<file path="src/rtl/serial_adder.sv">
// ----------------------------------------------------------------------------
// serial_adder
//   Bit-serial, LSB-first adder. One operand pair (a, b, cin) is accepted per
//   transaction. The bits then pass one per clock through a single full-adder
//   slice that has a registered carry. The result {cout, sum} is offered on a
//   valid/ready output port.
//
//   Optional feature macro: SERIAL_ADD_OVF_EN
//     When defined, the block adds an ovf output that flags two's-complement
//     overflow. It is registered alongside cout.
//     When undefined, the port and its logic are absent.
//
//   Timing: operands are accepted at edge T. out_valid rises after edge
//   T+WIDTH. A result handshake at edge R raises in_ready after edge R.
//   Transactions never overlap.
// ----------------------------------------------------------------------------
module serial_adder #(
    parameter int WIDTH = 8
) (
    input  logic             clk,
    input  logic             rst_n,
    input  logic             in_valid,
    output logic             in_ready,
    input  logic [WIDTH-1:0] a,
    input  logic [WIDTH-1:0] b,
    input  logic             cin,
    output logic             out_valid,
    input  logic             out_ready,
    output logic [WIDTH-1:0] sum,
`ifdef SERIAL_ADD_OVF_EN
    output logic             cout,
    output logic             ovf
`else
    output logic             cout
`endif
);

    // Bit counter sized so that it never wraps inside one transaction.
    localparam int                CNT_W = $clog2(WIDTH + 1);
    localparam logic [CNT_W-1:0]  LAST  = CNT_W'(WIDTH - 1);

    // FSM encoding
    localparam logic [1:0] IDLE = 2'd0;
    localparam logic [1:0] ADD  = 2'd1;
    localparam logic [1:0] DONE = 2'd2;

    logic [1:0]       state;
    logic [CNT_W-1:0] count;
    logic             carry;

    // Operand and partial-sum shift registers. These carry data only, so
    // they are not reset. Their contents never reach the ports directly.
    logic [WIDTH-1:0] a_sh;
    logic [WIDTH-1:0] b_sh;
    logic [WIDTH-1:0] sum_sh;

    logic             bit_s;
    logic             bit_c;
    logic [WIDTH-1:0] sum_nxt;
    logic             last_bit;
    logic             accept;
    logic             release_res;

    // Full-adder sum output for one bit slice.
    function automatic logic fa_sum(input logic x, input logic y, input logic z);
        return x ^ y ^ z;
    endfunction

    // Full-adder carry output (majority of the three inputs).
    function automatic logic fa_carry(input logic x, input logic y, input logic z);
        return (x & y) | (x & z) | (y & z);
    endfunction

    // Single-bit adder slice, next partial sum, and handshake qualifiers.
    always_comb begin
        bit_s       = fa_sum(a_sh[0], b_sh[0], carry);
        bit_c       = fa_carry(a_sh[0], b_sh[0], carry);
        // The new bit enters at the MSB. After WIDTH shifts, bit 0 lines up.
        sum_nxt     = sum_sh >> 1;
        sum_nxt[WIDTH-1] = bit_s;
        last_bit    = (count == LAST);
        accept      = in_valid && in_ready && (state == IDLE);
        release_res = out_valid && out_ready && (state == DONE);
    end

    // Control FSM, registered handshake flags and held result registers.
    // in_ready comes from a register, so it stays low while reset is
    // asserted. It does not depend combinationally on out_ready.
    always_ff @(posedge clk or negedge rst_n) begin
        if (!rst_n) begin
            state     <= IDLE;
            count     <= '0;
            carry     <= 1'b0;
            in_ready  <= 1'b0;
            out_valid <= 1'b0;
            sum       <= '0;
            cout      <= 1'b0;
`ifdef SERIAL_ADD_OVF_EN
            ovf       <= 1'b0;
`endif
        end else begin
            case (state)
                IDLE: begin
                    if (accept) begin
                        carry    <= cin;
                        count    <= '0;
                        in_ready <= 1'b0;
                        state    <= ADD;
                    end else begin
                        in_ready <= 1'b1;
                    end
                end
                ADD: begin
                    carry <= bit_c;
                    count <= count + CNT_W'(1);
                    if (last_bit) begin
                        // Here carry is the carry into the MSB and bit_c is
                        // the carry out of the MSB.
                        sum       <= sum_nxt;
                        cout      <= bit_c;
`ifdef SERIAL_ADD_OVF_EN
                        ovf       <= carry ^ bit_c;
`endif
                        out_valid <= 1'b1;
                        state     <= DONE;
                    end
                end
                DONE: begin
                    if (release_res) begin
                        out_valid <= 1'b0;
                        in_ready  <= 1'b1;
`ifdef SERIAL_ADD_OVF_EN
                        ovf       <= 1'b0;
`endif
                        state     <= IDLE;
                    end
                end
                default: begin
                    out_valid <= 1'b0;
                    in_ready  <= 1'b0;
                    state     <= IDLE;
                end
            endcase
        end
    end

    // Operand capture and right-shift datapath. It runs only on accept or
    // during ADD.
    always_ff @(posedge clk) begin
        if (accept) begin
            a_sh <= a;
            b_sh <= b;
        end else if (state == ADD) begin
            a_sh   <= a_sh >> 1;
            b_sh   <= b_sh >> 1;
            sum_sh <= sum_nxt;
        end
    end

endmodule

</file>
<file path="config.mk">
export PLATFORM = sky130hd
export DESIGN_NAME = serial_adder
export DESIGN_NICKNAME = d
export VERILOG_FILES = /design/src/rtl/serial_adder.sv
export SDC_FILE = /design/constraint.sdc
export NUM_CORES = 1
export LEC_CHECK = 0
export BUFFER_PORTS_ARGS = -buffer_cell sky130_fd_sc_hd__clkbuf_2
export CAP_MARGIN = 0
export CORE_ASPECT_RATIO = 1.4
export CORE_UTILIZATION = 35
export CTS_BUF_LIST = sky130_fd_sc_hd__clkbuf_8
export DETAILED_ROUTE_END_ITERATION = 10
export SLEW_MARGIN = 25
export SYNTH_ARGS = -nofsm -noshare
export SYNTH_HDL_FRONTEND = slang
export SYNTH_SLANG_ARGS = --single-unit
</file>
<file path="constraint.sdc">
create_clock -name clk -period 2 [get_ports clk]
set_input_delay 0.1 -clock clk [delete_from_list [all_inputs] [get_ports clk]]
set_output_delay 0.1 -clock clk [all_outputs]
set_load 0.005 [all_outputs]
</file>
# == Word-level counts from Yosys, hierarchy flattened ==
# Index checks and enable logic that the tools add are counted.
# totals
n_memories,0
output_inout_bits,11
latchBits,0
mem_bits_ro,0
ramBits,0
wordCells,58
ff_bits,42
# op_classes
n_reduce_logical,13
eq_ne,6
n_mul,0
add_sub_neg,1
muxes,18
shift,0
order_cmp,0
div,0
bitwise,10
# op_table
operator,count
8-bit two-way mux,4
4-bit one-hot mux with 2 select lines,1
2-bit AND reduction,4
2-bit two-way mux,3
"2-bit inequality test, second input constant",3
1-bit one-hot mux with 3 select lines,2
2-bit one-hot mux with 3 select lines,1
3-bit AND reduction,2
1-bit two-way mux,5
"4-bit by 1-bit adder with 4-bit output, second input constant",1
"4-bit by 3-bit == test with 1-bit output, second input constant",1
1-bit logical AND,4
4-bit two-way mux,1
2-bit nonzero test,2
1-bit bitwise AND,3
1-bit NOT,3
"2-bit by 1-bit == test with 1-bit output, second input constant",1
"2-bit == test, second input constant",1
2-bit logical NOT,1
1-bit bitwise OR,2
1-bit one-hot mux with 2 select lines,1
1-bit XOR,2

# == Logic depth before layout (Yosys ltp) ==
# Gate-level depths: netlist of run 1.
# logic_depth
ltp_word,4
mapped_depth,5

# == Worst setup path before layout of run 1 ==
# OpenSTA, ideal clock, no wires.
# synth_timing
kind,register to register
startpoint,register state[0]
endpoint,"register a_sh[0], enable pin"
t_arrival_ps,1213
path_slack_ps,417
path_stages_with_launch,4
cell_sequence,dfrtp_1 > and4bb_4 > nor2_2 > inv_1
# synth_between
elab_chain_cells,3
word_cells_on_any_way,4
cone_classes,eq/ne (1); reduce/logical (3)
# synth_rtl
element,line,rtl
start: declaration,47,logic [1:0] state;
start signal: assignment,91,state <= IDLE;
start signal: assignment,108,state <= ADD;
start signal: assignment,125,state <= DONE;
2-bit logical NOT,82,accept = in_valid && in_ready && (state == IDLE);
1-bit logical AND,82,
2-bit nonzero test (no source line) (*),--,
end signal: assignment,154,a_sh <= a_sh >> 1;
end: declaration,53,logic [WIDTH-1:0] a_sh;
# Every way passes the cells marked *; elsewhere a longest branch is shown, timed or not.
# A chain may end at the register's enable or synchronous reset.

# == Final worst setup path of run 1 ==
# layout_timing
startpoint,register state[0]
endpoint,"register b_sh[1], enable pin"
# layout_between
elab_chain_cells,3
word_cells_on_any_way,4
cone_classes,eq/ne (1); reduce/logical (3)
# layout_rtl
element,line,rtl
2-bit logical NOT,82,
1-bit logical AND,82,
2-bit nonzero test (no source line) (*),--,
end signal: assignment,155,b_sh <= b_sh >> 1;
end: declaration,54,logic [WIDTH-1:0] b_sh;
# Marked as above.

==> run summary, run 1 <==
## Synth
- Seq cells post-synth: 41
- gate count after technology mapping: 102
- post-synthesis cell type with the largest combined area: sky130_fd_sc_hd__edfxtp_1
- main flop type after synthesis: sky130_fd_sc_hd__edfxtp_1
- Synth Area in Adders: 1.857%
- area of the mapped netlist: 1752 um2
- most frequent cells after synthesis: sky130_fd_sc_hd__edfxtp_1 (23), sky130_fd_sc_hd__dfrtp_1 (18), sky130_fd_sc_hd__mux2_4 (14)
- number of distinct library cell variants in the gate-level netlist after synthesis: 31
- register area share after synthesis: 65.14%
- fraction of the mapped netlist area in compound gates: 4.286%
- share of Yosys cell area claimed by the top area cell type: 39.43%
- most used standard cell by instance count after synthesis: sky130_fd_sc_hd__edfxtp_1
- Synth area leaders: sky130_fd_sc_hd__edfxtp_1 (39%), sky130_fd_sc_hd__dfrtp_1 (26%), sky130_fd_sc_hd__mux2_4 (12%), sky130_fd_sc_hd__mux2_2 (5.8%), sky130_fd_sc_hd__buf_6 (1.3%)
- area share of and/or/nand/nor cells after synthesis: 7.071%
- synthesized net count: 125
- number of synthesized flops with an enable pin: 23
- multiplexer area fraction after synthesis: 18.36%
- largest family of logic cells by synthesized area: multiplexers
- Async SR Flop Fraction: 43.90%
- Synth Warn #: 0
- mean instance size in the synthesized netlist: 17.17 um2
- xor and xnor area share after synthesis: 0%

## Worst setup path
- FF-to-FF Start: state[0]$_DFFE_PN0P_
- setup slack of the most critical reg-to-reg path: 280 ps
- RR Endpoint: b_sh[1]$_DFFE_PP_
- Crit Path Max Fanout: 19
- crit path capture type: flop
- crit path DAT: 1720 ps
- startpoint class of the critical path: flop
- Register-to-Register Path Depth: 4
- Worst Setup Path Type: flop to flop
- critical path required time: 2000 ps

## Min path
- depth of the worst hold-timing path: 3
- kind of path behind the tightest hold check: primary input to flop
- min-delay src: cin
- endpoint of the worst hold-timing path: carry$_DFFE_PN0P_

## Route
- number of vias in the routed layout: 936
- Avg WL per Cell: 13.37 um
- DR top layer: met4
- Post-Route M1 WL: 1241 um
- detailed-route vias per instance: 4.544
- number of remaining DRC errors: 0
- met2 wirelength from detailed routing: 1304 um
- number of nets still failing antenna checks after routing: 0
- first-pass iteration count of the detailed router: 4
- total wirelength of the detailed-routed design: 2755 um
- Detail Route met3 WL: 182 um
- first-iteration detailed-routing DRC count: 29

## Clocking
- clk_lat worst skew: 290 ps
- number of buffers created by CTS: 5
- number of buffers inserted to repair setup after CTS: 0
- clk root buf: sky130_fd_sc_hd__clkbuf_8
- clock transition time at the flip-flop clock pins of the worst setup and hold paths: 70 ps
- number of levels in the clock H-tree: 2
- clk sinks: 41
- maximum count of clock buffers along a single path: 2
- CTS tree: built

## STA
- Final Slew Violations: 0
- final critical delay including setup and external delays: 1719 ps
- Final Hold Vio Count: 0
- final-layout setup total negative slack: 0 ps
- slew at the pin with the worst max-slew slack: 540.8 ps
- setup slack after layout: 280.7 ps
- skew final: 8.227 ps
- FMAX: 581.6 MHz
- max-slew headroom at the worst pin: 63.83%
- RSZ-0062 raised after global routing: false
- final period utilization: 85.97%
- Setup-failing EPs final: 0

## Floorplan
- area inside the core boundary: 4842 um2
- std cell rows: 30
- starting density of the core: 36.18%
- die extent in y: 85.71 um
- width of the die: 61.79 um
- number of top-level design ports: 32
- Total Die Area: 5296 um2

## Power and ir drop
- power density of the placed cells: 1634 nW/um2
- peak ir drop on the vdd network: 0.6599 mV
- static power due to leakage: 0.8990 nW

## Job
- count of max-cap constraint violations: 0

## Place
- Detailed Place HPWL: 1941 um
- dpl ws: 267.0 ps
- final weighted congestion of routability-driven global placement: 0.7099
- number of buffers added on ports: 31

## Global routing
- number of global-route vias before repair: 962
- total congestion overflow: 0
- global routing usage summed across all routing layers: 11.38%
- initial antenna violation count: 0
- largest net degree at the start of global routing: 20
- wire length of the first global-routing pass: 4374 um

## Outcome
- status: finished clean

## Finish
- end-of-flow core utilization: 43.23%
- Filler Cell Count: 459
- proportion of layout cells with a drive suffix above 1: 48.59%
- Layout Area Growth over Synthesis: 19.50%
- Antenna Diode Count: 0
- layout net count: 164

## what timing repair did
action / CTS / global route
hold buffers: 1 / 0
endpoints found under the hold margin: 18 / 0
resized for setup: 0 / 0
## stage by stage
| step | hold slack (ps) | cells | total power [mW] | area (um2) |
|---|---|---|---|---|
| finish | 62.08 | 206 | 3.421 | 2093 |
| global route | 78.17 | 206 | 3.666 | 2093 |
| CTS | 60.64 | 206 | 3.488 | 2093 |
| detailed placement | 72.51 | 197 | 2.798 | 1967 |
| global placement | 63.54 | 197 | 2.724 | 1967 |
| floorplan | -195.6 | 102 | 2.445 | 1752 |
## sequential cells by signal, summed over array words and instances (netlist names)
signal,count
cout,1
out_valid,1
state,2
carry,1
sum,8
a_sh,8
b_sh,8
count,4
in_ready,1
sum_sh,7
## kinds of logic after synthesis
family	Yosys count
flip-flops	41
buffers and inverters	7
multiplexers	24
AND/OR/NAND/NOR	17
adder cells (fa/ha/maj)	2
AO/OA/AOI/OAI	11
## placed cells by master, fill, tap and decap left out, types with 2 or more instances in the layout
cell,count
sky130_fd_sc_hd__mux2_4,14
sky130_fd_sc_hd__clkbuf_2,31
sky130_fd_sc_hd__and2_1,2
sky130_fd_sc_hd__nor3_1,2
sky130_fd_sc_hd__mux2_2,9
sky130_fd_sc_hd__nor2b_1,2
sky130_fd_sc_hd__nand2_1,3
sky130_fd_sc_hd__o21ai_0,3
sky130_fd_sc_hd__a21oi_1,2
sky130_fd_sc_hd__dfrtp_1,18
sky130_fd_sc_hd__edfxtp_1,23
sky130_fd_sc_hd__buf_4,3
sky130_fd_sc_hd__clkbuf_8,6
sky130_fd_sc_hd__inv_1,4
## critical path, stage by stage, from the launching register on
cell	delay, ps
sky130_fd_sc_hd__dfrtp_1	440
sky130_fd_sc_hd__and4bb_4	620
sky130_fd_sc_hd__nor2_2	100
sky130_fd_sc_hd__inv_1	80
sky130_fd_sc_hd__buf_4	180
## power breakdown
| part | switching, mW | internal [mW] | total, mW |
|---|---|---|---|
| Combinational | 0.471 | 0.599 | 1.07 |
| Sequential | 0.222 | 1.46 | 1.68 |
| Clock | 0.271 | 0.402 | 0.672 |
## layout make-up
class	instances	area, um2	area share [%]
inverter	4	15.01	0.7173
sequential	41	1141	54.51
timing repair buffer	35	187.7	8.966
tap	64	80.08	3.825
clock buffer	6	82.58	3.945
multi-input combinational	54	553.0	26.42
clock inverter	2	33.78	1.614
## per-layer routing
layer | vias to the layer above | track usage (%)
li1 | 452 | -
met1 | 445 | 14.20
met2 | 36 | 18.28
met3 | 3 | 4.223
met4 | 0 | 3.030
met5 | - | 0
## worst max path at each step
| stage | from | end | slack [ps] | depth (start not counted) |
|---|---|---|---|---|
| floorplan | state[0]$_DFFE_PN0P_ | a_sh[0]$_DFFE_PP_ | 420 | 3 |
| global placement | state[0]$_DFFE_PN0P_ | b_sh[0]$_DFFE_PP_ | 320 | 4 |
| detailed placement | state[0]$_DFFE_PN0P_ | b_sh[1]$_DFFE_PP_ | 270 | 4 |
| CTS | state[0]$_DFFE_PN0P_ | b_sh[1]$_DFFE_PP_ | 250 | 4 |
| global route | state[0]$_DFFE_PN0P_ | b_sh[4]$_DFFE_PP_ | 160 | 4 |
| finish | state[0]$_DFFE_PN0P_ | b_sh[1]$_DFFE_PP_ | 280 | 4 |
Note: power is estimated with default switching activity, not from simulation.
==> run 2, diff against run 1 <==
--- a/config.mk
+++ b/config.mk
@@ -7,7 +7,6 @@
 export LEC_CHECK = 0
 export BUFFER_PORTS_ARGS = -buffer_cell sky130_fd_sc_hd__clkbuf_2
 export CAP_MARGIN = 0
-export CORE_ASPECT_RATIO = 1.4
 export CORE_UTILIZATION = 35
 export CTS_BUF_LIST = sky130_fd_sc_hd__clkbuf_8
 export DETAILED_ROUTE_END_ITERATION = 10
==> run 2 against run 1 <==
Fmax fell by 1.3%. Global-route usage is 0.38 points higher. Setup slack got worse by 23 ps. Die area about the same. Core utilization increased by 0.93 points. Clock-buffer cell count down 1. Clock power is 7.7% lower. Worst hold slack improved by 4.7 ps. Wire length shrank 3.9%. Design area is 0.30% higher. Via count grew 2.5%. Highest routed layer unchanged.
==> run summary, run 2 (same netlist as run 1, synthesis figures left out) <==
## Job
- count of max-cap constraint violations: 0

## Floorplan
- starting density of the core: 36.84%
- width of the die: 72.75 um
- number of top-level design ports: 32
- std cell rows: 25
- die extent in y: 72.75 um
- area inside the core boundary: 4755 um2
- Total Die Area: 5292 um2

## Finish
- registers with the highest flip-flop counts: a_sh x8, b_sh x8, sum x8
- commonest non-fill, non-tap cell in the layout: sky130_fd_sc_hd__clkbuf_2
- layout net count: 164
- end-of-flow core utilization: 44.16%
- Antenna Diode Count: 0
- Layout Area Growth over Synthesis: 19.86%
- proportion of layout cells with a drive suffix above 1: 47.89%
- highest-count cells in the layout ignoring fill and taps: sky130_fd_sc_hd__clkbuf_2 (31), sky130_fd_sc_hd__edfxtp_1 (23), sky130_fd_sc_hd__dfrtp_1 (18)

## Worst setup path
- Critical Path Slowest Stage Cell: sky130_fd_sc_hd__and4bb_4
- crit path capture type: flop
- crit path DAT: 1740 ps
- Bufs and invs on worst path: 2
- worst-path cell chain: and4bb_4, nor2_2, inv_1, buf_12
- Worst Setup Path Type: flop to flop
- startpoint class of the critical path: flop
- top cell family by delay on the critical path: simple AND/OR/NAND/NOR gates
- delay contributed by the slowest stage of the critical path: 620 ps
- critical path required time: 1990 ps
- Crit Path Max Fanout: 19

## Route
- total wirelength of the detailed-routed design: 2648 um
- detailed-route vias per instance: 4.589
- first-pass iteration count of the detailed router: 4
- Avg WL per Cell: 12.67 um
- number of remaining DRC errors: 0
- first-iteration detailed-routing DRC count: 42
- number of vias in the routed layout: 959
- number of nets still failing antenna checks after routing: 0

## Clocking
- maximum count of clock buffers along a single path: 2
- number of levels in the clock H-tree: 2
- CTS tree: built
- clk_lat worst skew: 290 ps
- number of buffers created by CTS: 5
- clock transition time at the flip-flop clock pins of the worst setup and hold paths: 80 ps
- clk root buf: sky130_fd_sc_hd__clkbuf_8
- clk sinks: 41

## STA
- Final Slew Violations: 0
- Setup-failing EPs final: 0
- final-layout setup total negative slack: 0 ps
- RSZ-0062 raised after global routing: false
- skew final: 8.461 ps
- FMAX: 574.0 MHz
- Final Hold Vio Count: 0
- final critical delay including setup and external delays: 1742 ps
- final period utilization: 87.10%
- slew at the pin with the worst max-slew slack: 531.2 ps
- setup slack after layout: 257.9 ps
- max-slew headroom at the worst pin: 64.47%

## Place
- final weighted congestion of routability-driven global placement: 0.7331
- dpl ws: 253.8 ps
- Detailed Place HPWL: 1806 um
- number of buffers added on ports: 31

## Power and ir drop
- register share of total power: 49.7%
- switching power summed over all nets: 0.9460 mW
- clock share of power: 18.3%
- Switching Share: 27.96%
- power density of the placed cells: 1611 nW/um2
- combinational fraction of design power: 32.0%
- static power due to leakage: 0.8993 nW
- internal power: 2.437 mW
- peak ir drop on the vdd network: 0.6314 mV

## Global routing
- wire length of the first global-routing pass: 4616 um
- global routing usage summed across all routing layers: 11.76%
- initial antenna violation count: 0
- number of global-route vias before repair: 1,008
- total congestion overflow: 0
- largest net degree at the start of global routing: 20

## Outcome
- status: finished clean

## Min path
- kind of path behind the tightest hold check: primary input to flop

==> run 2: metrics by stage <==
stage | cell area [um2] | hold WS [ps] | total power, mW | std cells
2_1_floorplan | 1752 | -195.6 | 2.445 | 102
4_1_cts | 2100 | 64.58 | 3.444 | 209
3_5_place_dp | 1983 | 75.30 | 2.803 | 200
5_1_grt | 2100 | 81.87 | 3.637 | 209
3_3_place_gp | 1983 | 66.28 | 2.751 | 200
6_report | 2100 | 66.74 | 3.383 | 209
==> run 2: cell type report <==
cell class | count | area, um2
inverter | 4 | 15.01
sequential | 41 | 1141
clock buffer | 5 | 68.82
multi-input combinational | 54 | 553.0
clock inverter | 3 | 37.54
fill | 451 | 2655
timing repair buffer | 35 | 200.2
tap | 67 | 83.83
==> run 2: final timing paths <==
| check | from | to | slack, ps | cells past startpoint |
|---|---|---|---|---|
| setup / recovery | state[0]$_DFFE_PN0P_ | a_sh[4]$_DFFE_PP_ | 260 | 4 |
| hold / removal | cin | carry$_DFFE_PN0P_ | 70 | 3 |
| setup reg to reg | state[0]$_DFFE_PN0P_ | a_sh[4]$_DFFE_PP_ | 260 | 4 |
| hold reg to reg | sum_sh[6]$_DFFE_PP_ | sum_sh[5]$_DFFE_PP_ | 460 | 0 |
| max in group asynchronous | rst_n | count[0]$_DFFE_PN0P_ | 1380 | 2 |
| min in group asynchronous | rst_n | sum[1]$_DFFE_PN0P_ | 290 | 2 |
==> run 2: routing by layer <==
layer / track usage (%) / routed length (um) / vias up
met3: 5.110 / 137 / 4
met4: 3.922 / 19 / 0
met5: 0 / 0 / -
li1: - / - / 453
met1: 13.93 / 1170 / 475
met2: 19.21 / 1321 / 27
==> run 2: power groups by stage <==
stage                     Clock, mW  Combinational, mW  Sequential, mW
after floorplan                   0              0.800            1.64
after global placement            0               1.08            1.68
after detailed placement          0               1.11            1.69
after CTS                     0.644               1.11            1.69
after global routing          0.689               1.22            1.73
final                         0.620               1.08            1.68
==> run 2: worst min-delay path, stage by stage <==
cell,delay [ps]
sky130_fd_sc_hd__clkbuf_2,80
sky130_fd_sc_hd__a22oi_1,60
sky130_fd_sc_hd__o21ai_0,70
==> run 2: what timing repair did <==
| action | in CTS | in global routing |
|---|---|---|
| endpoints found under the hold margin | 18 | 0 |
| buffers inserted | 0 | 0 |
| hold buffers | 1 | 0 |
| resized for setup | 0 | 0 |
==> run 3, diff against run 2 <==
--- a/config.mk
+++ b/config.mk
@@ -8,8 +8,8 @@
 export BUFFER_PORTS_ARGS = -buffer_cell sky130_fd_sc_hd__clkbuf_2
 export CAP_MARGIN = 0
 export CORE_UTILIZATION = 35
-export CTS_BUF_LIST = sky130_fd_sc_hd__clkbuf_8
 export DETAILED_ROUTE_END_ITERATION = 10
+export PLACE_DENSITY = 0.59
 export SLEW_MARGIN = 25
 export SYNTH_ARGS = -nofsm -noshare
 export SYNTH_HDL_FRONTEND = slang
==> run 3 against run 2 <==
Global-route usage down 0.27 points. Via count fell by 2.0%. Combinational power about the same. First-iteration DRC count unchanged. Critical path depth is the same. Design area increased by 0.12%.
==> run summary, run 3 (same netlist as run 1, synthesis figures left out) <==
## Finish
- proportion of layout cells with a drive suffix above 1: 48.23%
- highest-count cells in the layout ignoring fill and taps: sky130_fd_sc_hd__clkbuf_2 (31), sky130_fd_sc_hd__edfxtp_1 (23), sky130_fd_sc_hd__dfrtp_1 (18)
- Layout Area Growth over Synthesis: 20.00%
- design area: 2102 um2
- Antenna Diode Count: 0
- layout net count: 163
- Filler Cell Count: 456
- commonest non-fill, non-tap cell in the layout: sky130_fd_sc_hd__clkbuf_2
- registers with the highest flip-flop counts: a_sh x8, b_sh x8, sum x8

## STA
- setup slack after layout: 296.2 ps
- max-slew headroom at the worst pin: 65.02%
- skew final: 1.836 ps
- final period utilization: 85.19%
- Setup-failing EPs final: 0
- final-layout setup total negative slack: 0 ps
- slew at the pin with the worst max-slew slack: 523.0 ps
- Final Hold Vio Count: 0
- FMAX: 586.9 MHz
- final critical delay including setup and external delays: 1704 ps
- RSZ-0062 raised after global routing: false
- Final Slew Violations: 0

## Place
- Detailed Place HPWL: 1779 um
- final weighted congestion of routability-driven global placement: 0.7632
- dpl ws: 292.7 ps
- cell area after placement: 1976 um2
- number of buffers added on ports: 31

## Worst setup path
- worst-path cell chain: and4bb_4, nor2_2, inv_1, buf_12
- setup slack of the most critical reg-to-reg path: 300 ps
- delay contributed by the slowest stage of the critical path: 600 ps
- Critical Path Slowest Stage Cell: sky130_fd_sc_hd__and4bb_4
- crit path capture type: flop
- critical path required time: 2000 ps
- crit path DAT: 1710 ps
- Worst Setup Path Type: flop to flop
- Crit Path Max Fanout: 18
- startpoint class of the critical path: flop

## Outcome
- status: finished clean

## Power and ir drop
- Switching Share: 27.71%
- clock share of power: 19.7%
- internal power: 2.475 mW
- register share of total power: 48.8%
- peak ir drop on the vdd network: 0.5616 mV
- switching power summed over all nets: 0.9489 mW
- power density of the placed cells: 1629 nW/um2
- combinational fraction of design power: 31.5%
- static power due to leakage: 0.8955 nW

## Clocking
- clock transition time at the flip-flop clock pins of the worst setup and hold paths: 70 ps
- hold-fix buffers at CTS: 1
- maximum count of clock buffers along a single path: 2
- number of buffers created by CTS: 5
- count of instances resized after the clock tree is built: 0
- CTS tree: built
- clk root buf: sky130_fd_sc_hd__clkbuf_8
- clk sinks: 41
- number of levels in the clock H-tree: 2
- clk_lat worst skew: 290 ps
- number of buffers inserted to repair setup after CTS: 0

## Min path
- kind of path behind the tightest hold check: primary input to flop

## Global routing
- largest net degree at the start of global routing: 19
- initial antenna violation count: 0
- wire length of the first global-routing pass: 4409 um
- grt met2 use: 16.82%
- total congestion overflow: 0
- routing usage on met1: 14.93%
- number of global-route vias before repair: 951
- global routing usage summed across all routing layers: 11.49%
- met3 Track Usage GR: 3.867%
- layer with the highest usage after global routing: met2

## Route
- number of remaining DRC errors: 0
- number of nets still failing antenna checks after routing: 0
- number of vias in the routed layout: 940
- first-iteration detailed-routing DRC count: 42
- Avg WL per Cell: 12.45 um
- detailed-route vias per instance: 4.519
- first-pass iteration count of the detailed router: 4
- total wirelength of the detailed-routed design: 2590 um

## Floorplan
- starting density of the core: 36.84%
- width of the die: 72.75 um
- die extent in y: 72.75 um
- number of top-level design ports: 32
- area inside the core boundary: 4755 um2
- Total Die Area: 5292 um2
- std cell rows: 25

## Job
- count of max-cap constraint violations: 0

==> run 3: critical path: cells and delay by family, from the launching register on <==
family                 cells  cell delay (ps)
AND/OR/NAND/NOR            2              700
flip-flops                 1              440
buffers and inverters      2              270
==> run 3: power by group through the flow <==
stage | Sequential (mW) | Combinational [mW] | Clock, mW
after global routing | 1.73 | 1.22 | 0.729
after CTS | 1.68 | 1.11 | 0.693
after floorplan | 1.64 | 0.800 | 0
after global placement | 1.68 | 1.07 | 0
final | 1.67 | 1.08 | 0.673
after detailed placement | 1.69 | 1.10 | 0
==> run 3: metrics by stage <==
stage / util [%] / std cells / power (mW) / hold slack, ps
after CTS: 44.21 / 208 / 3.478 / 78.17
after detailed placement: 41.55 / 199 / 2.788 / 75.27
after global routing: 44.21 / 208 / 3.672 / 85.59
final: 44.21 / 208 / 3.424 / 70.84
after global placement: 41.55 / 199 / 2.747 / 75.24
after floorplan: - / 102 / 2.445 / -195.6
==> run 3: final timing paths <==
kind | depth (start not counted) | endpoint | from
setup / recovery | 4 | b_sh[0]$_DFFE_PP_ | state[0]$_DFFE_PN0P_
hold / removal | 3 | carry$_DFFE_PN0P_ | cin
setup reg to reg | 4 | b_sh[0]$_DFFE_PP_ | state[0]$_DFFE_PN0P_
hold reg to reg | 0 | sum_sh[1]$_DFFE_PP_ | sum_sh[2]$_DFFE_PP_
max in group asynchronous | 2 | count[3]$_DFFE_PN0P_ | rst_n
min in group asynchronous | 2 | sum[1]$_DFFE_PN0P_ | rst_n
==> run 3: final cells by class <==
type | instances | area (um2) | share of cell area, %
flip-flops and latches | 41 | 1141 | 54.29
multi-input cells | 54 | 553.0 | 26.31
repair buffers | 34 | 192.7 | 9.167
clock buffers | 7 | 86.33 | 4.107
well taps | 67 | 83.83 | 3.988
clock inverters | 1 | 30.03 | 1.429
inverters | 4 | 15.01 | 0.7143
==> run 3: layer usage <==
metal / wire length, um / vias up
li1: - / 448
met1: 1193 / 455
met2: 1201 / 29
met3: 137 / 8
met4: 57 / 0
met5: 0 / -
